==> src/rtl/stack_cpu.sv <==
// Stack-machine execution core: program load, then one instruction per clock until HALT or fault.
// Optional single-cycle multiply (opcode 12) enabled by defining STACK_CPU_MUL_EN.
//
// state | meaning
// IDLE  | after reset, waiting for start; program memory writable
// RUN   | executing one instruction per clock
// DONE  | HALT retired, result captured
// ERR   | fault detected, err_code holds cause
module stack_cpu #(
   parameter int DATA_W      = 8,
   parameter int PC_W        = 8,
   parameter int STACK_DEPTH = 16,
   parameter int VAR_AW      = 4
) (
   input  logic              clk,
   input  logic              rst_n,
   input  logic              prog_we,
   input  logic [PC_W-1:0]   prog_addr,
   input  logic [PC_W+3:0]   prog_data,
   input  logic              start,
   output logic              busy,
   output logic              done,
   output logic              error,
   output logic [1:0]        err_code,
   output logic [DATA_W-1:0] result,
   output logic [15:0]       icount
);

   localparam int SPW = $clog2(STACK_DEPTH);
   localparam logic [SPW:0] SP_ONE  = (SPW+1)'(1);
   localparam logic [SPW:0] SP_TWO  = (SPW+1)'(2);
   localparam logic [SPW:0] SP_FULL = (SPW+1)'(STACK_DEPTH);
   localparam logic [PC_W-1:0] PC_ONE = PC_W'(1);

   typedef enum logic [1:0] {S_IDLE, S_RUN, S_DONE, S_ERR} state_t;

   state_t            state, state_nxt;
   logic [PC_W-1:0]   pc, pc_nxt;
   logic [SPW:0]      sp, sp_nxt;

   logic [PC_W+3:0]   imem  [2**PC_W];
   logic [DATA_W-1:0] stack [STACK_DEPTH];
   logic [DATA_W-1:0] vmem  [2**VAR_AW];

   logic [PC_W+3:0]   instr;
   logic [3:0]        op;
   logic [PC_W-1:0]   k;
   logic [DATA_W-1:0] a, b, k_data, wr_val;
   logic [SPW-1:0]    wr_idx;
   logic              stack_we, var_we, halt, fault, taken;
   logic [1:0]        fault_code;

   assign instr  = imem[pc];
   assign op     = instr[3:0];
   assign k      = instr[PC_W+3:4];
   assign k_data = DATA_W'(k);
   assign b      = stack[SPW'(sp - SP_ONE)];
   assign a      = stack[SPW'(sp - SP_TWO)];

   assign busy  = (state == S_RUN);
   assign done  = (state == S_DONE);
   assign error = (state == S_ERR);

   always_comb begin
      taken = 1'b0;
      case (op)
         4'd7:    taken = (a == b);
         4'd8:    taken = (a != b);
         4'd9:    taken = (a <= b);
         4'd10:   taken = (a > b);
         default: taken = 1'b0;
      endcase
   end

   // Decode/execute; every fault path leaves writes and sp untouched.
   always_comb begin
      pc_nxt     = pc + PC_ONE;
      sp_nxt     = sp;
      wr_idx     = sp[SPW-1:0];
      wr_val     = '0;
      stack_we   = 1'b0;
      var_we     = 1'b0;
      halt       = 1'b0;
      fault      = 1'b0;
      fault_code = 2'd0;
      case (op)
         4'd0, 4'd1: begin
            if (sp == SP_FULL) begin
               fault      = 1'b1;
               fault_code = 2'd1;
            end else begin
               stack_we = 1'b1;
               wr_val   = (op == 4'd0) ? k_data : vmem[k[VAR_AW-1:0]];
               sp_nxt   = sp + SP_ONE;
            end
         end
         4'd2: begin
            if (sp < SP_ONE) begin
               fault      = 1'b1;
               fault_code = 2'd2;
            end else begin
               var_we = 1'b1;
               sp_nxt = sp - SP_ONE;
            end
         end
`ifdef STACK_CPU_MUL_EN
         4'd3, 4'd4, 4'd12: begin
`else
         4'd3, 4'd4: begin
`endif
            if (sp < SP_TWO) begin
               fault      = 1'b1;
               fault_code = 2'd2;
            end else begin
               stack_we = 1'b1;
               wr_idx   = SPW'(sp - SP_TWO);
               sp_nxt   = sp - SP_ONE;
               if (op == 4'd3)      wr_val = a + b;
               else if (op == 4'd4) wr_val = a - b;
`ifdef STACK_CPU_MUL_EN
               else                 wr_val = a * b;
`endif
            end
         end
         4'd5: pc_nxt = pc + PC_ONE + k;
         4'd6: pc_nxt = pc + PC_ONE - k;
         4'd7, 4'd8, 4'd9, 4'd10: begin
            if (sp < SP_TWO) begin
               fault      = 1'b1;
               fault_code = 2'd2;
            end else begin
               sp_nxt = sp - SP_TWO;
               if (taken) pc_nxt = pc + PC_ONE + k;
            end
         end
         4'd11: halt = 1'b1;
         default: begin
            fault      = 1'b1;
            fault_code = 2'd3;
         end
      endcase
   end

   always_ff @(posedge clk or negedge rst_n) begin
      if (!rst_n) state <= S_IDLE;
      else        state <= state_nxt;
   end

   always_comb begin
      state_nxt = state;
      case (state)
         S_RUN: begin
            if (fault)     state_nxt = S_ERR;
            else if (halt) state_nxt = S_DONE;
         end
         default: if (start) state_nxt = S_RUN;
      endcase
   end

   always_ff @(posedge clk or negedge rst_n) begin
      if (!rst_n) begin
         pc       <= '0;
         sp       <= '0;
         icount   <= '0;
         result   <= '0;
         err_code <= '0;
      end else if (state != S_RUN) begin
         if (start) begin
            pc       <= '0;
            sp       <= '0;
            icount   <= '0;
            err_code <= '0;
         end
      end else if (fault) begin
         err_code <= fault_code;
      end else begin
         if (icount != 16'hFFFF) icount <= icount + 16'd1;
         if (halt) begin
            result <= (sp == '0) ? '0 : b;
         end else begin
            pc <= pc_nxt;
            sp <= sp_nxt;
         end
      end
   end

   // Memories carry no reset; program writes are locked out while running.
   always_ff @(posedge clk) begin
      if (prog_we && state != S_RUN) imem[prog_addr] <= prog_data;
      if (state == S_RUN && !fault && stack_we) stack[wr_idx] <= wr_val;
      if (state == S_RUN && !fault && var_we) vmem[k[VAR_AW-1:0]] <= b;
   end

endmodule

==> config.mk <==
export PLATFORM = sky130hd
export DESIGN_NAME = stack_cpu
export DESIGN_NICKNAME = d
export VERILOG_FILES = /design/src/rtl/stack_cpu.sv
export SDC_FILE = /design/constraint.sdc
export NUM_CORES = 2
export LEC_CHECK = 0
export ABC_AREA = 0
export CAP_MARGIN = 10
export CORE_MARGIN = 2
export CORE_UTILIZATION = 57
export DETAILED_ROUTE_END_ITERATION = 6
export PLACE_DENSITY = 0.83
export SYNTH_ARGS = -nofsm -noshare
export SYNTH_HDL_FRONTEND = slang
export SYNTH_SLANG_ARGS = --single-unit
==> constraint.sdc <==
create_clock -name clk -period 6 [get_ports clk]
set_input_delay 1.2 -clock clk [delete_from_list [all_inputs] [get_ports clk]]
set_output_delay 1.2 -clock clk [all_outputs]
set_load 0.1 [all_outputs]
# ---- Word level (Yosys, flattened, before mapping)
# Memories as Yosys holds them, arrays and structs flattened.
# Index checks and enable logic that the tools add are counted.
dict set report word_totals {
  ff_bits 41
  latchBits 0
  ram_bits 3328
  rom_bits 0
  inputBits 24
  output_inout_bits 29
  n_memories 3
}
dict set report classes {
  add_sub_neg 9
  n_mul 0
  div_mod_pow 0
  magnitude_cmp 4
  n_eq_ne 27
  n_shift 0
  n_mux 57
  bitwise_logic 2
  reduce_logical 22
}
# memory words width read_ports rd_clocked_by_memory_dff wr line
set memory_table {}
lappend memory_table {imem 256 12 1 0 1 41} ;# logic [PC_W+3:0] imem [2**PC_W];
lappend memory_table {stack 16 8 2 0 1 42} ;# logic [DATA_W-1:0] stack [STACK_DEPTH];
lappend memory_table {vmem 16 8 1 0 1 43} ;# logic [DATA_W-1:0] vmem [2**VAR_AW];
# operator count
set ops {}
lappend ops {{$mux W8} 12}
lappend ops {{$mux W16} 4}
lappend ops {{$mux W5} 8}
lappend ops {{$pmux W8 S3} 1}
lappend ops {{$pmux W5 S4} 1}
lappend ops {{$mux W2} 9}
lappend ops {{$add A16 B1 Y16 const B} 1}
lappend ops {{$add A8 B8 Y8} 2}
lappend ops {{$eq A4 B3 Y1 const B} 4}
lappend ops {{$eq A4 B4 Y1 const B} 4}
lappend ops {{$ne A16 B16 Y1 const B} 1}
lappend ops {{$pmux W8 S2} 1}
lappend ops {{$sub A8 B8 Y8} 2}
lappend ops {{$mux W1} 15}
lappend ops {{$ne A3 B3 Y1 const B} 4}
lappend ops {{$reduce_and A3 Y1} 3}
lappend ops {{$add A8 B1 Y8 const B} 1}
lappend ops {{$eq A4 B2 Y1 const B} 2}
lappend ops {{$eq A8 B8 Y1} 1}
lappend ops {{$gt A8 B8 Y1} 1}
lappend ops {{$le A8 B8 Y1} 1}
lappend ops {{$mux W4} 2}
lappend ops {{$ne A8 B8 Y1} 1}
lappend ops {{$pmux W1 S4} 2}
lappend ops {{27 further kinds} 38}

# ---- Logic depth before layout (Yosys ltp)
# An unclocked memory read counts as a cell.
dict set report depth {
  depth_word 10
  depth_mapped 30
}

# ---- Worst setup path before layout
# Ideal clock, no wire load.
dict set report synth_path {
  path_kind {register -> register}
  startpoint {register sp[0]}
  endpoint {register pc[2]}
  t_arrival_ps 6268
  slack_ps -392
  path_stages_with_launch 26
  n_path_buf 6
  cell_sequence {dfrtp_1 clkbuf_1 clkbuf_1 clkbuf_1 inv_1 ha_1 clkbuf_1 buf_1 mux4_2 nand2_1 nand2_1 o21ai_0 inv_1 fa_1 inv_1 a21oi_1 o21bai_1 a221o_1 nand2_1 and4_1 a2111o_1 nor3_1 buf_2 o22a_1 o311ai_0 a211o_1}
}
dict set report synth_via {
  elab_chain_cells 10
}
# item line
set synth_rtl {}
lappend synth_rtl {{from (decl)} 39} ;# logic [SPW:0] sp, sp_nxt;
lappend synth_rtl {{from (signal assigned)} 182} ;# sp <= sp_nxt;
lappend synth_rtl {{$sub A5 B1 Y5 (*)} n/a}
lappend synth_rtl {{$mem_v2 Z16 W8 (*)} n/a}
lappend synth_rtl {{via b[1]} 48} ;# logic [DATA_W-1:0] a, b, k_data, wr_val;
lappend synth_rtl {{$gt A8 B8 Y1, or another cell as far along} 70} ;# 4'd10: taken = (a > b);
lappend synth_rtl {{$pmux W1 S4 (*)} 66} ;# case (op)
lappend synth_rtl {{$mux W8 (*)} 133} ;# if (taken) pc_nxt = pc + PC_ONE + k;
lappend synth_rtl {{$mux W8 (*)} 128} ;# if (sp < SP_TWO) begin
lappend synth_rtl {{$pmux W8 S3 (*)} 86} ;# case (op)
lappend synth_rtl {{$mux W8 (*)} 178} ;# if (halt) begin
lappend synth_rtl {{$mux W8 (*)} 174} ;# end else if (fault) begin
lappend synth_rtl {{$mux W8 (*)} 167} ;# end else if (state != S_RUN) begin
lappend synth_rtl {{to (signal assigned)} 181} ;# pc <= pc_nxt;
lappend synth_rtl {{to (decl)} 38} ;# logic [PC_W-1:0] pc, pc_nxt;
# The timed path passes the listed nets; every way through them passes the cells marked *. The select of a mux whose other input is x is not followed.
# A chain may end at the register's enable or synchronous reset.

# ---- Final worst setup path
dict set report layout_path {
  startpoint {register pc[3]}
  endpoint {memory stack[1][6] (data pin)}
}
dict set report layout_via {
  elab_chain_cells 6
}
# item line
set layout_rtl {}
lappend layout_rtl {{$mem_v2 Z256 W12 (*)} n/a}
lappend layout_rtl {{branches (longest 4 deep; another with $mem_v2 Z16 W8)} n/a}
lappend layout_rtl {{$pmux W8 S2 (*)} 86}
lappend layout_rtl {{via wr_val[6]} 48}
lappend layout_rtl {{to (decl)} 42}
# Mark *: on every way through the listed nets, which the timed path passes.

==> flow_metrics.py <==
metrics = {
    "synth": {
        "synthFlopType": "edfxtp_1",
        "syn-cell-area_um2": 135000,
        "synth.distinct_cells": 98,
        "syn_nets": 6573,
        "synth-edff-count": 3328,
        "synth_area_leader_cell": "edfxtp_1",
        "synth_area_leaders": "edfxtp_1 74%, mux4_2 14%, mux2i_1 2.5%",
        "synth-seq-area-share": 0.750,
        "yosys_warnings": 0,
        "avgSynthCellArea_um2": 20.7,
        "synth_seq_cells": 3369,
        "netlist_instances": 6508,
        "yosysTopAreaCellShare": 0.742,
        "async_reset_ff_frac": 0.0122,
    },
    "critical_path": {
        "cp_max_fo": 59,
        "cpMaxStageDelayCell": "and2_2",
        "cp_common_cell": "buf_12",
        "worst-path-buf-inv": 5,
        "path_class": "reg -> reg",
        "crit_path_start_kind": "register",
        "cp-end-kind": "register",
        "max_stage_delay_ps": 1030,
        "cpLargestDelayFamily": "simple AND/OR/NAND/NOR gates",
        "path_cells": "and2_2 > buf_4 > a22oi_1 > a21oi_1 > nor3_1 > a31o_1 > buf_12 > or2_1 > inv_4 > buf_12 > mux4_2 > nand3_1 > nor4bb_1 > o21ai_1 > buf_12",
        "arrival_ps": 6760,
        "required_ps": 6680,
    },
    "grt": {
        "first_global_vias": 75400,
        "gr-usage-all-layers": 0.332,
        "overflow": 0,
        "grt_pass1_wl_um": 565000,
        "grt_max_degree": 177,
        "antenna_found_initial": 41,
    },
    "timing": {
        "fin_crit_ps": 6080,
        "hold_viol": 0,
        "relSlewSlack": -0.0110,
        "grt_setup_unrepaired": "no",
        "worst_pin_slew_ps": 1500,
        "max_freq_mhz": 165,
        "finClkSkew_ps": 85.3,
        "finalSetupViolations": 17,
        "final_max_slew_viol_count": 2,
        "finalCritPeriodShare": 1.01,
        "layout_setup_ws_ps": -79.0,
        "finalSetupTns_ps": -1150,
    },
    "floorplan": {
        "ioPinCount": 53,
        "die_w_um": 490,
        "floorplan.initialDensity": 0.573,
        "dieHeight_um": 490,
        "fp-row-count": 178,
        "die_area_um2": 240000,
        "coreArea_um2": 235000,
    },
    "final_layout": {
        "final_cells": 10600,
        "layout_common_cells": "3328 x edfxtp_1, 813 x mux4_2, 551 x buf_4",
        "final_common_cell": "edfxtp_1",
        "syn2layout_area_growth_pct": 13.6,
        "nets": 7195,
        "post-route-util": 0.651,
        "design_area_um2": 153000,
        "final_layout_size_suffix_gt1_frac": 0.273,
    },
    "routing": {
        "vias": 75900,
        "drcViolationCount": 1,
        "ant_nets": 0,
        "viasPerCell": 7.20,
        "wl_per_cell_um": 38.1,
        "drtIter0Drc": 15400,
        "wl_um": 402000,
        "first_pass_iters": 7,
    },
    "place": {
        "place_area_um2": 142000,
        "gp_congestion": 0.961,
        "placedCellCount": 9939,
        "dpl.hpwl_um": 231000,
        "pre_cts_slack_ps": 100,
        "numPortBuffers": 52,
    },
    "clock_tree": {
        "cts_sinks": 3369,
        "cts_tree": "yes",
        "cts-root-buf": "clkbuf_16",
        "cts_buffers": 335,
        "htreeDepth": 5,
        "path_clk_slew_ps": 70,
        "clock_path_buffers": 4,
        "insertion_delay_ps": 1010,
    },
    "power_and_ir_drop": {
        "p_per_area_nw_per_um2": 476,
        "peakVddDrop_mv": 0.547,
        "p_leak_nw": 48.9,
    },
    "status": {
        "status": "complete, but fails checks",
        "violations": "design-rule violations, max-capacitance violations, max-slew violations, negative setup slack",
    },
    "worst_hold_path": {
        "hp-class": "in -> async",
    },
    "flow_run": {
        "drv_cap": 1,
    },
}
## final cells by class
| type | instances | area [um^2] |
|---|---|---|
| clock inverters | 197 | 1910 |
| diodes | 24 | 60.1 |
| flip-flops and latches | 3369 | 101000 |
| clock buffers | 389 | 8710 |
| multi-input cells | 2704 | 31200 |
| well taps | 3150 | 3940 |
| inverters | 56 | 220 |
| fillers | 14000 | 82100 |
| repair buffers | 664 | 5850 |
## cell families (layout without fill, tap and decap cells)
| group | Yosys count | in the layout | synth area share |
|---|---|---|---|
| flip-flops | 3369 | 3369 | 0.750 |
| multiplexers | 1179 | 1179 | 0.164 |
| AND/OR/NAND/NOR | 845 | 845 | 0.0282 |
| AO/OA/AOI/OAI | 615 | 615 | 0.0333 |
| buffers and inverters | 435 | 1306 | 0.0192 |
| adder cells (fa/ha/maj) | 41 | 41 | 0.00403 |
| XOR/XNOR | 24 | 24 | 0.00156 |
| other | 0 | 24 | 0 |
## path summary, 6_finish.rpt
kind / startpoint / endpoint / slack [ps] / cells past startpoint
setup / recovery: pc[3] / stack[1][6] / -80 / 15
hold / removal: rst_n / pc[7] / 470 / 1
setup reg to reg: pc[3] / stack[1][6] / -80 / 15
hold reg to reg: result[2] / result[2] / 500 / 1
max in group asynchronous: rst_n / pc[2] / 4670 / 1
min in group clk: result[2] / result[2] / 500 / 1
## cells in the mapped netlist, drive strengths merged, types with 10 or more instances
master / count
mux4: 814
o22ai: 50
buf: 247
nand2: 196
a211o: 15
mux2i: 333
nand2b: 11
xnor2: 17
a31oi: 29
and2: 12
nor2: 384
nor3: 32
a221oi: 28
nand3: 83
nand4: 26
nor2b: 24
o21ai: 67
mux2: 32
a211oi: 20
inv: 54
clkbuf: 132
a22o: 25
nor4: 10
dfrtp: 41
a22oi: 111
o22a: 13
o221ai: 13
o21bai: 17
edfxtp: 3328
o211ai: 15
ha: 37
and3: 19
a21oi: 93
## power by group
group / switching (mW) / internal, mW
Clock: 8.94 / 11.9
Combinational: 15.4 / 9.40
Sequential: 0.245 / 26.8
## sequential cells by signal, summed over array words and instances, names as in the netlist
signal,flops
icount,16
vmem,128
state,2
sp,5
stack,128
err_code,2
result,8
pc,8
imem,3072
## what timing repair did
action                                 in CTS  in global routing
setup endpoints to repair                   1                171
hold buffers                                0                  0
endpoints found under the hold margin       0                  0
buffers inserted                            0                  1
pin swaps                                   0                  1
resized for setup                           1                 13
## routing by layer
| layer | up-vias | GRT usage | wire, um |
|---|---|---|---|
| met5 | - | 0.00496 | 461 |
| met4 | 44 | 0.230 | 34800 |
| met3 | 1982 | 0.117 | 63800 |
| met2 | 7702 | 0.494 | 182000 |
| met1 | 37800 | 0.410 | 122000 |
| li1 | 28400 | - | - |
## stage by stage
stage / power (mW) / hold WS, ps
3_3_place_gp: 50.4 / 497
3_5_place_dp: 50.8 / 497
6_report: 72.7 / 472
2_1_floorplan: 42.2 / 498
4_1_cts: 71.7 / 452
5_1_grt: 74.1 / 523
Note: power is estimated with default switching activity, not from simulation.
